$ cat config.mk
export PLATFORM = sky130hd
export DESIGN_NAME = mem_access_ctrl
export DESIGN_NICKNAME = d
export VERILOG_FILES = /design/src/rtl/mem_access_pkg.sv /design/src/rtl/mem_addr_gen.sv /design/src/rtl/mem_access_ctrl.sv
export SDC_FILE = /design/constraint.sdc
export NUM_CORES = 1
export LEC_CHECK = 0
export CORE_MARGIN = 2
export CORE_UTILIZATION = 54
export CTS_BUF_LIST = sky130_fd_sc_hd__clkbuf_2
export CTS_CLUSTER_DIAMETER = 30
export DETAILED_ROUTE_END_ITERATION = 10
export PLACE_DENSITY = 0.9
export SLEW_MARGIN = 25
export SYNTH_ARGS = -nofsm -noshare
export SYNTH_HDL_FRONTEND = slang
export SYNTH_SLANG_ARGS = --single-unit
export TNS_END_PERCENT = 5
$ cat constraint.sdc
create_clock -name clk -period 6.32 [get_ports clk]
set_input_delay 0.948 -clock clk [delete_from_list [all_inputs] [get_ports clk]]
set_output_delay 0.948 -clock clk [all_outputs]
set_load 0.1 [all_outputs]
$ cat src/rtl/mem_access_pkg.sv
// mem_access_pkg
// Shared definitions for the data-memory access controller:
//   - memory geometry defaults (address and word width)
//   - request op encodings, also used by the control unit
//   - controller FSM state encoding
package mem_access_pkg;

  localparam int MEM_ADDR_W = 8;
  localparam int MEM_DATA_W = 16;

  typedef enum logic [1:0] {
    OP_LOAD  = 2'b00,
    OP_STORE = 2'b01,
    OP_COPY  = 2'b10,
    OP_FILL  = 2'b11
  } op_e;

  typedef enum logic [2:0] {
    IDLE,
    LOAD,
    STORE,
    CP_RD,
    CP_WR,
    FILL,
    DONE
  } state_e;

endpackage

$ cat src/rtl/mem_addr_gen.sv
// mem_addr_gen
// Block-transfer pointers for COPY/FILL: source (also FILL start),
// destination, and a remaining-word down-counter.
// Ports:
//   clk, rst        clock, asynchronous active-high reset
//   load            capture load_src/load_dst/load_len
//   step            advance both pointers, decrement count (saturates at 0)
//   load_src/dst/len  values captured on load
//   dst             current destination pointer
//   src_plus        source pointer + 1 (modulo 2^ADDR_W), the next read/fill address
//   last            current word is the final one of the block
module mem_addr_gen
  import mem_access_pkg::*;
#(
  parameter int ADDR_W = MEM_ADDR_W
) (
  input  logic              clk,
  input  logic              rst,
  input  logic              load,
  input  logic              step,
  input  logic [ADDR_W-1:0] load_src,
  input  logic [ADDR_W-1:0] load_dst,
  input  logic [ADDR_W-1:0] load_len,
  output logic [ADDR_W-1:0] dst,
  output logic [ADDR_W-1:0] src_plus,
  output logic              last
);

  logic [ADDR_W-1:0] src_reg;
  logic [ADDR_W-1:0] dst_reg;
  logic [ADDR_W-1:0] count_reg;

  always_ff @(posedge clk or posedge rst) begin
    if (rst) begin
      src_reg   <= '0;
      dst_reg   <= '0;
      count_reg <= '0;
    end else if (load) begin
      src_reg   <= load_src;
      dst_reg   <= load_dst;
      count_reg <= load_len;
    end else if (step) begin
      src_reg <= src_reg + ADDR_W'(1);
      dst_reg <= dst_reg + ADDR_W'(1);
      if (count_reg != '0) begin
        count_reg <= count_reg - ADDR_W'(1);
      end
    end
  end

  assign dst      = dst_reg;
  assign src_plus = src_reg + ADDR_W'(1);
  assign last     = (count_reg == ADDR_W'(1));

endmodule

$ cat src/rtl/mem_access_ctrl.sv
// mem_access_ctrl
// Bus initiator for the 256x16 data memory. Accepts LOAD/STORE/COPY/FILL
// requests on a valid/ready handshake and sequences the memory strobes.
// Ports:
//   clk, rst                 clock, asynchronous active-high reset
//   req_valid/req_ready      request handshake (ready only in IDLE)
//   req_op/addr/dst/len/wdata request fields, latched at accept
//   rsp_valid                one-cycle completion pulse
//   rsp_rdata                last LOAD result, held until the next LOAD
//   busy                     high outside IDLE
//   mem_read/mem_write/mem_addr/mem_wdata  registered memory strobes
//   mem_rdata                memory read data, valid in a mem_read cycle
module mem_access_ctrl
  import mem_access_pkg::*;
#(
  parameter int ADDR_W = MEM_ADDR_W,
  parameter int DATA_W = MEM_DATA_W
) (
  input  logic              clk,
  input  logic              rst,
  input  logic              req_valid,
  output logic              req_ready,
  input  logic [1:0]        req_op,
  input  logic [ADDR_W-1:0] req_addr,
  input  logic [ADDR_W-1:0] req_dst,
  input  logic [ADDR_W-1:0] req_len,
  input  logic [DATA_W-1:0] req_wdata,
  output logic              rsp_valid,
  output logic [DATA_W-1:0] rsp_rdata,
  output logic              busy,
  output logic              mem_read,
  output logic              mem_write,
  output logic [ADDR_W-1:0] mem_addr,
  output logic [DATA_W-1:0] mem_wdata,
  input  logic [DATA_W-1:0] mem_rdata
);

  state_e            state_reg, state_next;
  logic [DATA_W-1:0] wdata_reg;
  logic              mem_read_next, mem_write_next;
  logic [ADDR_W-1:0] mem_addr_next;
  logic [DATA_W-1:0] mem_wdata_next;
  logic              ag_load, ag_step, ag_last;
  logic [ADDR_W-1:0] dst_ptr, src_plus;

  mem_addr_gen #(.ADDR_W(ADDR_W)) u_addr_gen (
    .clk      (clk),
    .rst      (rst),
    .load     (ag_load),
    .step     (ag_step),
    .load_src (req_addr),
    .load_dst (req_dst),
    .load_len (req_len),
    .dst      (dst_ptr),
    .src_plus (src_plus),
    .last     (ag_last)
  );

  assign req_ready = (state_reg == IDLE);
  assign busy      = (state_reg != IDLE);
  assign rsp_valid = (state_reg == DONE);

  // The strobes are flops, so the values for the coming cycle are decided
  // here alongside the next state. Op and length only steer the branch at
  // accept; the pointers and count live in mem_addr_gen.
  always_comb begin
    state_next     = state_reg;
    ag_load        = 1'b0;
    ag_step        = 1'b0;
    mem_read_next  = 1'b0;
    mem_write_next = 1'b0;
    mem_addr_next  = '0;
    mem_wdata_next = '0;
    case (state_reg)
      IDLE: begin
        if (req_valid) begin
          ag_load = 1'b1;
          case (op_e'(req_op))
            OP_LOAD: begin
              state_next    = LOAD;
              mem_read_next = 1'b1;
              mem_addr_next = req_addr;
            end
            OP_STORE: begin
              state_next     = STORE;
              mem_write_next = 1'b1;
              mem_addr_next  = req_addr;
              mem_wdata_next = req_wdata;
            end
            OP_COPY: begin
              if (req_len == '0) begin
                state_next = DONE;
              end else begin
                state_next    = CP_RD;
                mem_read_next = 1'b1;
                mem_addr_next = req_addr;
              end
            end
            default: begin
              if (req_len == '0) begin
                state_next = DONE;
              end else begin
                state_next     = FILL;
                mem_write_next = 1'b1;
                mem_addr_next  = req_addr;
                mem_wdata_next = req_wdata;
              end
            end
          endcase
        end
      end
      LOAD, STORE: state_next = DONE;
      CP_RD: begin
        // The mem_wdata flop doubles as the copy word buffer.
        state_next     = CP_WR;
        mem_write_next = 1'b1;
        mem_addr_next  = dst_ptr;
        mem_wdata_next = mem_rdata;
      end
      CP_WR: begin
        ag_step = 1'b1;
        if (ag_last) begin
          state_next = DONE;
        end else begin
          state_next    = CP_RD;
          mem_read_next = 1'b1;
          mem_addr_next = src_plus;
        end
      end
      FILL: begin
        ag_step = 1'b1;
        if (ag_last) begin
          state_next = DONE;
        end else begin
          state_next     = FILL;
          mem_write_next = 1'b1;
          mem_addr_next  = src_plus;
          mem_wdata_next = wdata_reg;
        end
      end
      DONE:    state_next = IDLE;
      default: state_next = IDLE;
    endcase
  end

  always_ff @(posedge clk or posedge rst) begin
    if (rst) begin
      state_reg <= IDLE;
      wdata_reg <= '0;
      rsp_rdata <= '0;
      mem_read  <= 1'b0;
      mem_write <= 1'b0;
      mem_addr  <= '0;
      mem_wdata <= '0;
    end else begin
      state_reg <= state_next;
      mem_read  <= mem_read_next;
      mem_write <= mem_write_next;
      mem_addr  <= mem_addr_next;
      mem_wdata <= mem_wdata_next;
      if (req_valid && req_ready) begin
        wdata_reg <= req_wdata;
      end
      if (state_reg == LOAD) begin
        rsp_rdata <= mem_rdata;
      end
    end
  end

endmodule
==> results of run 1 <==
worst max-delay path by stage:
stage | from | to | cells after the start
after floorplan | state_reg[2] | req_ready | 3
after global placement | req_valid | u_addr_gen.dst[4] | 6
after detailed placement | req_valid | u_addr_gen.dst[4] | 6
after CTS | state_reg[2] | req_ready | 3
after global routing | state_reg[2] | req_ready | 3
final | state_reg[2] | req_ready | 3
worst reg2reg max path, cell delays in order (launching register included):
cell and delay (ns):
dfrtp_1 0.71, nand2b_1 0.31, a31oi_1 0.34, and2_1 0.66
a221o_1 0.27
per-layer routing:
layer  vias up  track usage  wire length [um]
met5         -            0                 0
met2       121        0.451              5240
met1      1694        0.311              4000
met3        28       0.0684               607
li1       1603            -                 -
met4         0        0.115               369
cell type report:
class | count | area share
repair buffers | 110 | 0.205
inverters | 8 | 0.00588
clock buffers | 10 | 0.00940
flip-flops and latches | 85 | 0.400
multi-input cells | 281 | 0.340
well taps | 99 | 0.0233
clock inverters | 6 | 0.0165
logic make-up after synthesis:
family	after synthesis	share of synthesized area
XOR/XNOR	16	0.0344
AO/OA/AOI/OAI	77	0.142
AND/OR/NAND/NOR	162	0.192
buffers and inverters	29	0.0359
adder cells (fa/ha/maj)	8	0.0246
flip-flops	85	0.522
multiplexers	18	0.0491
cells in the mapped netlist, drive strengths merged, types with 3 or more instances:
cell and instances:
buf 15, nand3 7, xor2 10, and3 7, nand2 76, a31oi 8
xnor2 6, ha 8, nor4 3, a21oi 7, clkbuf 6, mux2 16
or3 3, nor2 43, dfrtp 85, o21ai 17, and2 4, nand4 6
a221o 23, o221ai 3, inv 8
power by group:
part	internal [uW]	switching, uW
Sequential	780	211
Combinational	532	1270
Clock	131	192
stage by stage:
step	hold slack [ns]	power, uW
after detailed placement	0.464	2800
after CTS	0.509	3120
final	0.506	3120
after floorplan	0.447	2360
after global placement	0.458	2740
after global routing	0.546	3280
==> summary.md, run 1 <==
| Metric | Value |
|---|---|
| Status | complete, no violations |
| Mapped Area | 0.00408 sq mm |
| HP Class | reg -> reg |
| Fmax | 0.256 GHz |
| Fin Setup TNS | 0 ns |
| Nets@finish | 564 |
| Starting Density | 0.559 |
| Final period util | 0.618 |
| Cell Pwr Density | 586 mW/mm^2 |
| Vias in the first global route | 3595 |
| Ys async rst share | 1.00 |
| Relative slew slack | 0.306 |
| Ranking of synthesized cells by area | dfrtp_1 (52%), nand2_1 (7.0%), a221o_1 (5.6%) |
| Hold Crit Depth | 2 |
| GRT Total Usage | 0.262 |
| Setup Buffers After CTS | 0 |
| Slowest stage delay, CP | 1.16 ns |
| Crit path max fanout | 14 |
| Crit path capture type | output port |
| WP data required | 5.37 ns |
| Dominant synthesized flop cell | dfrtp_1 |
| Worst slew pin tran | 1.04 ns |
| Core area | 0.00729 sq mm |
| Fin. max-slew vios | 0 |
| H-tree Lvls | 3 |
| Utilization after layout | 0.730 |
| I/O Buffers | 105 |
| Area Growth Syn to Fin | 30.6% |
| Crit path DAT | 2.96 ns |
| Mapped Nets | 464 |
| Yosys warning count | 0 |
| Final Hold Vio Count | 0 |
| Setup WS pre-CTS | 2.97 ns |
| Post-synth cell types | 56 |
| Root Buffer | clkbuf_2 |
| Maximum vdd drop | 415 uV |
| Hpwl dp | 7160 um |
| Routed len/inst | 17.1 um |
| Congestion Overflow GR | 0 |
| Min Tclk post-route | 3.91 ns |
| First-pass GRT wire length | 17200 um |
| Initial antenna violation count | 0 |
| RSZ-0062 raised after global routing | no |
| Max Cap Viol | 0 |
| Pin count of the biggest net entering global routing | 86 |
| Clock Path Buffers | 2 |
| Most common cell after layout, fill and taps aside | clkdlybuf4s50_1 |
| Post-cts resize count | 0 |
| Crit path cell chain | or3_1 -> inv_1 -> clkdlybuf4s50_1 |
| Syn Inst Count | 395 |
| Post-synth top area share | 0.522 |
| R2R Path Start | state_reg[2] |
| Drt drc | 0 |
| Worst R2R End | mem_wdata[1] |
| Clock Latency Late Sink | 0.56 ns |
| Critical path type | reg -> out |
| Multi-input gate area | 0.00181 sq mm |
| Final Skew | 0.0215 ns |
| Final Setup Violations | 0 |
| Most frequent cells in the layout | clkdlybuf4s50_1 (105), dfrtp_1 (85), nand2_1 (76) |
| Non-filler instance count after layout | 599 |
| Avg Cell Area, Syn | 10.3 sq um |
| Worst Path Buf+Inv | 2 |
| Seq cells post-synth | 85 |
| Routed WL | 10200 um |
| Number of synthesized flops with an enable pin | 0 |
| Via count | 3446 |
| Die area | 0.00826 sq mm |
| Hold Crit Start | wdata_reg[10] |
| Setup crit start kind | flip-flop |
| Die width | 90.9 um |
| Total CTS buffers | 9 |
| Clock-pin slew on the worst setup and hold paths | 0.21 ns |
| 1st-pass router iterations | 5 |
| Filler cell count | 534 |
| LEAKAGE | 0.00231 uW |
| Io pins | 106 |
| Die height | 90.9 um |
| Placer Congestion | 0.860 |
| Slowest-stage cell, CP | clkdlybuf4s50_1 |
| Row cnt | 31 |
| Initial drt markers | 248 |
| R2R setup slack | 4.00 ns |
| Share of cells above drive strength 1 | 0.0960 |
| Register Area | 0.00213 sq mm |
| Number of vias per cell | 5.75 |
| Dpl cell area | 0.00517 sq mm |
| CTS tree | yes |
| Sequential area share after synthesis | 0.522 |
| Clk sink count | 85 |
| Yosys top cell by area | dfrtp_1 |
| Final Cell Area | 0.00532 sq mm |
| Setup ws final | 2.41 ns |
| Hold EP | wdata_reg[10] |
| Placed Cells | 582 |
| Delay-heaviest family, CP | buffers and inverters |
| R2R depth | 4 |
| Hold_buf cts | 0 |
| Final ANT Viol Nets | 0 |
| ANT cells | 0 |
(Power assumes the default switching activity.)
==> run 2: changes to the inputs <==
--- a/config.mk
+++ b/config.mk
@@ -6,11 +6,11 @@
 export NUM_CORES = 1
 export LEC_CHECK = 0
 export CORE_MARGIN = 2
-export CORE_UTILIZATION = 54
+export CORE_UTILIZATION = 51
 export CTS_BUF_LIST = sky130_fd_sc_hd__clkbuf_2
 export CTS_CLUSTER_DIAMETER = 30
 export DETAILED_ROUTE_END_ITERATION = 10
-export PLACE_DENSITY = 0.9
+export PLACE_DENSITY = 0.86
 export SLEW_MARGIN = 25
 export SYNTH_ARGS = -nofsm -noshare
 export SYNTH_HDL_FRONTEND = slang
==> constraint.sdc (replaced) <==
create_clock -name clk -period 4 [get_ports clk]
set_input_delay 0.6 -clock clk [delete_from_list [all_inputs] [get_ports clk]]
set_output_delay 0.6 -clock clk [all_outputs]
set_load 0.1 [all_outputs]
==> run 2 against run 1 <==
Design area down 0.26%. First-iteration DRC count down 7.7%. Sequential share of layout area up 0.10 points. Core utilization down 4.3 points. Flip-flop and latch count unchanged. Largest power group unchanged. Largest cell class unchanged. Non-clock buffer count down 1. Register-to-register slack worse by 2.4 ns. Combinational power up 57%. Via count down 2.8%.
==> summary.md, run 2 (synthesis gave the netlist of run 1 again) <==
| Metric | Value |
|---|---|
| R2R setup slack | 1.64 ns (-2.36 ns) |
| Initial antenna violation count | 0 (unchanged) |
| Multi-input gate area | 0.00181 sq mm (unchanged) |
| Final period util | 0.835 |
| Maximum vdd drop | 738 uV (+78%) |
| Crit path max fanout | 14 (unchanged) |
| Core area | 0.00773 sq mm (+6.0%) |
| R2R Path Start | state_reg[2] |
| Register Area | 0.00213 sq mm (unchanged) |
| Status | complete, no violations |
| Fmax | 0.300 GHz |
| Clk sink count | 85 (unchanged) |
| WP data required | 3.40 ns (-1.97 ns) |
| Area Growth Syn to Fin | 30.2% |
| Vias in the first global route | 3363 (-6.5%) |
| ANT cells | 0 (unchanged) |
| HP Class | in -> async |
| First-pass GRT wire length | 15900 um (-7.3%) |
| Number of vias per cell | 5.58 (-3.1%) |
| CP endpoint | rsp_valid |
| I/O Buffers | 105 (unchanged) |
| Most frequent cells in the layout | clkdlybuf4s50_1 (104), dfrtp_1 (85), nand2_1 (76) |
| Non-filler instance count after layout | 601 (+0.33%) |
| Final Hold Vio Count | 0 (unchanged) |
| Nets@finish | 563 (-0.18%) |
| Die width | 93.4 um (+2.8%) |
| Routed len/inst | 16.1 um (-5.3%) |
| Worst slew pin tran | 1.02 ns (-0.0145 ns) |
| Die area | 0.00872 sq mm (+5.6%) |
| Setup crit start kind | flip-flop |
| Hold_buf cts | 0 (unchanged) |
| Via count | 3351 (-2.8%) |
| Clock-pin slew on the worst setup and hold paths | 0.28 ns (+0.07 ns) |
| Row cnt | 32 (+3.2%) |
| CTS tree | yes |
| R2R depth | 3 (-1) |
| Placer Congestion | 0.852 (-0.95%) |
| Routed WL | 9700 um (-5.0%) |
| Io pins | 106 (unchanged) |
| Final Skew | 0.0398 ns (+0.0183 ns) |
| Hpwl dp | 6870 um (-4.0%) |
| Utilization after layout | 0.687 (-0.0429) |
| Cell Pwr Density | 918 mW/mm^2 (+56%) |
| Root Buffer | clkbuf_2 |
| Starting Density | 0.528 (-0.0315) |
| Crit path DAT | 2.74 ns (-0.22 ns) |
| Fin Setup TNS | 0 ns (unchanged) |
| Min Tclk post-route | 3.34 ns |
| Clock Path Buffers | 2 (unchanged) |
| Post-cts resize count | 0 (unchanged) |
| Crit path capture type | output port |
| Pin count of the biggest net entering global routing | 68 (-21%) |
| Final ANT Viol Nets | 0 (unchanged) |
| Final Setup Violations | 0 (unchanged) |
| H-tree Lvls | 3 (unchanged) |
| Clock Latency Late Sink | 0.54 ns (-0.02 ns) |
| Filler cell count | 577 (+8.1%) |
| RSZ-0062 raised after global routing | no |
| Launch point of the worst path | state_reg[2] |
| LEAKAGE | 0.00231 uW (-0.21%) |
| 1st-pass router iterations | 4 (-1) |
| Fin. max-slew vios | 0 (unchanged) |
| Critical path type | reg -> out |
| Setup Buffers After CTS | 0 (unchanged) |
| Total CTS buffers | 9 (unchanged) |
| Drt drc | 0 (unchanged) |
| GRT Total Usage | 0.233 (-0.0289) |
| Most common cell after layout, fill and taps aside | clkdlybuf4s50_1 |
| Congestion Overflow GR | 0 (unchanged) |
| Relative slew slack | 0.315 (+0.00968) |
| Die height | 93.4 um (+2.8%) |
| Share of cells above drive strength 1 | 0.100 (+0.00420) |
| Worst R2R End | mem_addr[7] |
| Initial drt markers | 229 (-7.7%) |
| Max Cap Viol | 0 (unchanged) |
| Placed Cells | 585 (+0.52%) |
run 2: cell count changes in the layout (fill, tap and decap cells not counted), sizes merged:
cell / change
clkinvlp: -1
clkinv: +2
clkdlybuf4s50: -1
clkbuf: -1
bufinv: -1
inv: +1
run 2: how the worst min path moves through the flow:
stage / from / endpoint / cells past startpoint / slack, ns
global route: rst / rsp_rdata[15] / 2 / 0.43
finish: rst / mem_wdata[13] / 2 / 0.44
floorplan: wdata_reg[0] / wdata_reg[0] / 2 / 0.45
detailed placement: wdata_reg[13] / wdata_reg[13] / 2 / 0.46
CTS: rst / rsp_rdata[15] / 2 / 0.45
global placement: wdata_reg[9] / wdata_reg[9] / 2 / 0.46
run 2: routing by layer:
metal | routed length, um | up-vias | global-route usage
met4 | 252 | 0 | 0.103
met2 | 4920 | 100 | 0.390
met3 | 466 | 18 | 0.0403
li1 | - | 1603 | -
met1 | 4060 | 1630 | 0.299
met5 | 0 | - | 0
run 2: power by group:
group          internal [uW]  switching [uW]
logic                    833            2000
registers               1230             331
clock network            153             320
total                   2220            2650
run 2: critical path, cell delays in order (launching register included):
cell	delay (ns)
dfrtp_1	0.72
nand2_1	0.17
nor2_1	0.15
clkdlybuf4s50_1	1.19
run 2: stage by stage:
stage | hold slack (ns) | total power (uW) | cell area [sq um] | setup WS, ns
2_1_floorplan | 0.447 | 3740 | 4080 | 1.19
3_3_place_gp | 0.459 | 4340 | 5170 | 1.21
3_5_place_dp | 0.464 | 4420 | 5170 | 1.23
4_1_cts | 0.448 | 4880 | 5300 | 0.688
5_1_grt | 0.431 | 5130 | 5310 | 0.535
6_report | 0.443 | 4870 | 5310 | 0.662
run 2: layout make-up:
| class | count | share of cell area |
|---|---|---|
| flip-flops and latches | 85 | 0.401 |
| repair buffers | 109 | 0.203 |
| inverters | 8 | 0.00660 |
| multi-input cells | 281 | 0.341 |
| clock buffers | 9 | 0.00848 |
| clock inverters | 7 | 0.0160 |
| well taps | 102 | 0.0240 |
==> RTL edit (flow settings as in run 1) <==
The package constant `MEM_ADDR_W` goes from 8 to 10.
--- a/src/rtl/mem_access_pkg.sv
+++ b/src/rtl/mem_access_pkg.sv
@@ -7,3 +7,3 @@
 
-  localparam int MEM_ADDR_W = 8;
+  localparam int MEM_ADDR_W = 10;
   localparam int MEM_DATA_W = 16;
Interface: changed (resized mem_addr, req_addr, req_dst and req_len); port bits go from 106 to 114. No check against the original RTL was run, so the function may have changed too.
==> RTL edit against run 1 <==
  * Cell area grew 8.8%
  * Global-route usage shrank 0.67 points
  * Sequential cell count grew 8
  * Setup slack gained 0.11 ns
  * Die area grew 9.5%
  * Clock power shrank 18%
  * Total power grew 5.1%
  * Critical path type unchanged
  * Count of clock-buffer cells in the layout is the same
  * Combinational power grew 8%
  * Wire length grew 11%
  * Synthesized area grew 9.9%
==> RTL edit: results (changes against run 1) <==
metal3 WL=686 um (was 607 um); Post-synth EDFFs=0 (unchanged); adder-cell area share of the yosys netlist=0.0251 (was 0.0246); Layout clock area frac=0.0164 (was 0.0259); PortBufs=113 (was 105); layout cell share with drive strength beyond 1=0.0912 (was 0.0960); met3 global-route usage=0.0292 (was 0.0684); relative slew slack=0.277 (was 0.306); Flop pwr share=0.325 (was 0.318); worst slack at placement=2.84 ns (was 2.97 ns); Placer Congestion=0.880 (was 0.860); vias in the first global route=3757 (was 3595); min Tclk post-route=3.79 ns (was 3.91 ns); Synth Area in Compound Gates=0.153 (was 0.142); r2r endpoint=mem_addr[8] (was mem_wdata[1]); Psw=1.80 mW (was 1.68 mW); Setup Skew=0.0582 ns (was 0.0215 ns); global-route usage over all layers=0.256 (was 0.262); sequential-to-total area share from yosys stat=0.519 (was 0.522); clock transition at the registers of the reported paths=0.31 ns (was 0.21 ns); seq_cells=93 (was 85); std cell rows=33 (was 31); met2 Use GR=0.414 (was 0.451); Non-CTS buffers=119 (was 110); synth unique cells=50 (was 56); HPWL Detailed=7.96 mm (was 7.16 mm); Vias=3906 (was 3446); first-pass GRT wire length=17.9 mm (was 17.2 mm); Reg2Reg Depth=5 (was 4); M1 wire length=4.66 mm (was 4.00 mm); Layout fillers=573 (was 534); Synth Area in XOR/XNOR=0.0352 (was 0.0344); Data buffer area share=0.204 (was 0.205); Leakage=2.51 nW (was 2.31 nW); largest net degree at the start of global routing=92 (was 86); Internal=1.48 mW (was 1.44 mW); GR Util met1=0.345 (was 0.311); Inst Count DP=648 (was 582); Yosys Warn Count=0 (unchanged); syn_area_per_cell=9.98 sq um (was 10.3 sq um); Synth area leaders=dfrtp_1 52%, nand2_1 7.5%, a221o_1 4.5% (was dfrtp_1 52%, nand2_1 7.0%, a221o_1 5.6%); fraction of area in multi-input gates=0.350 (was 0.340); post-synthesis mux area share=0.0402 (was 0.0491); Net Count, Synth=525 (was 464); DR WL/cell=17.1 um (about the same); Placed Area=5700 sq um (was 5170 sq um); status=complete, no violations (unchanged); Nets=630 (was 564); peak supply drop=0.281 mV (was 0.415 mV); Critical Path AT=2.84 ns (was 2.96 ns); multi-input gates=323 (was 281); DR iter-0 viols=288 (was 248); via/cell ratio=5.88 (was 5.75); Clk power=0.266 mW (was 0.323 mW); r2r setup slk=3.60 ns (was 4.00 ns); Cell Pwr Density=567 nW/um^2 (was 586 nW/um^2)
## RTL edit: cell types whose count changed after synthesis, sizes merged, moves of 4 or more
cell | before | now
xor2 | 10 | 6
a31oi | 8 | 3
nand2 | 76 | 89
a2bb2oi | 0 | 5
a211oi | 1 | 5
dfrtp | 85 | 93
xnor2 | 6 | 12
clkbuf | 6 | 12
nor3 | 1 | 11
o21ai | 17 | 26
## RTL edit: worst min path at each step
stage / to / cells past startpoint / from / slack [ns]
after floorplan: wdata_reg[0] / 2 / wdata_reg[0] / 0.45
after CTS: wdata_reg[9] / 2 / wdata_reg[9] / 0.52
after global placement: wdata_reg[0] / 2 / wdata_reg[0] / 0.46
after global routing: mem_addr[1] / 2 / rst / 0.53
final: mem_wdata[11] / 1 / wdata_reg[11] / 0.50
after detailed placement: wdata_reg[13] / 2 / wdata_reg[13] / 0.46
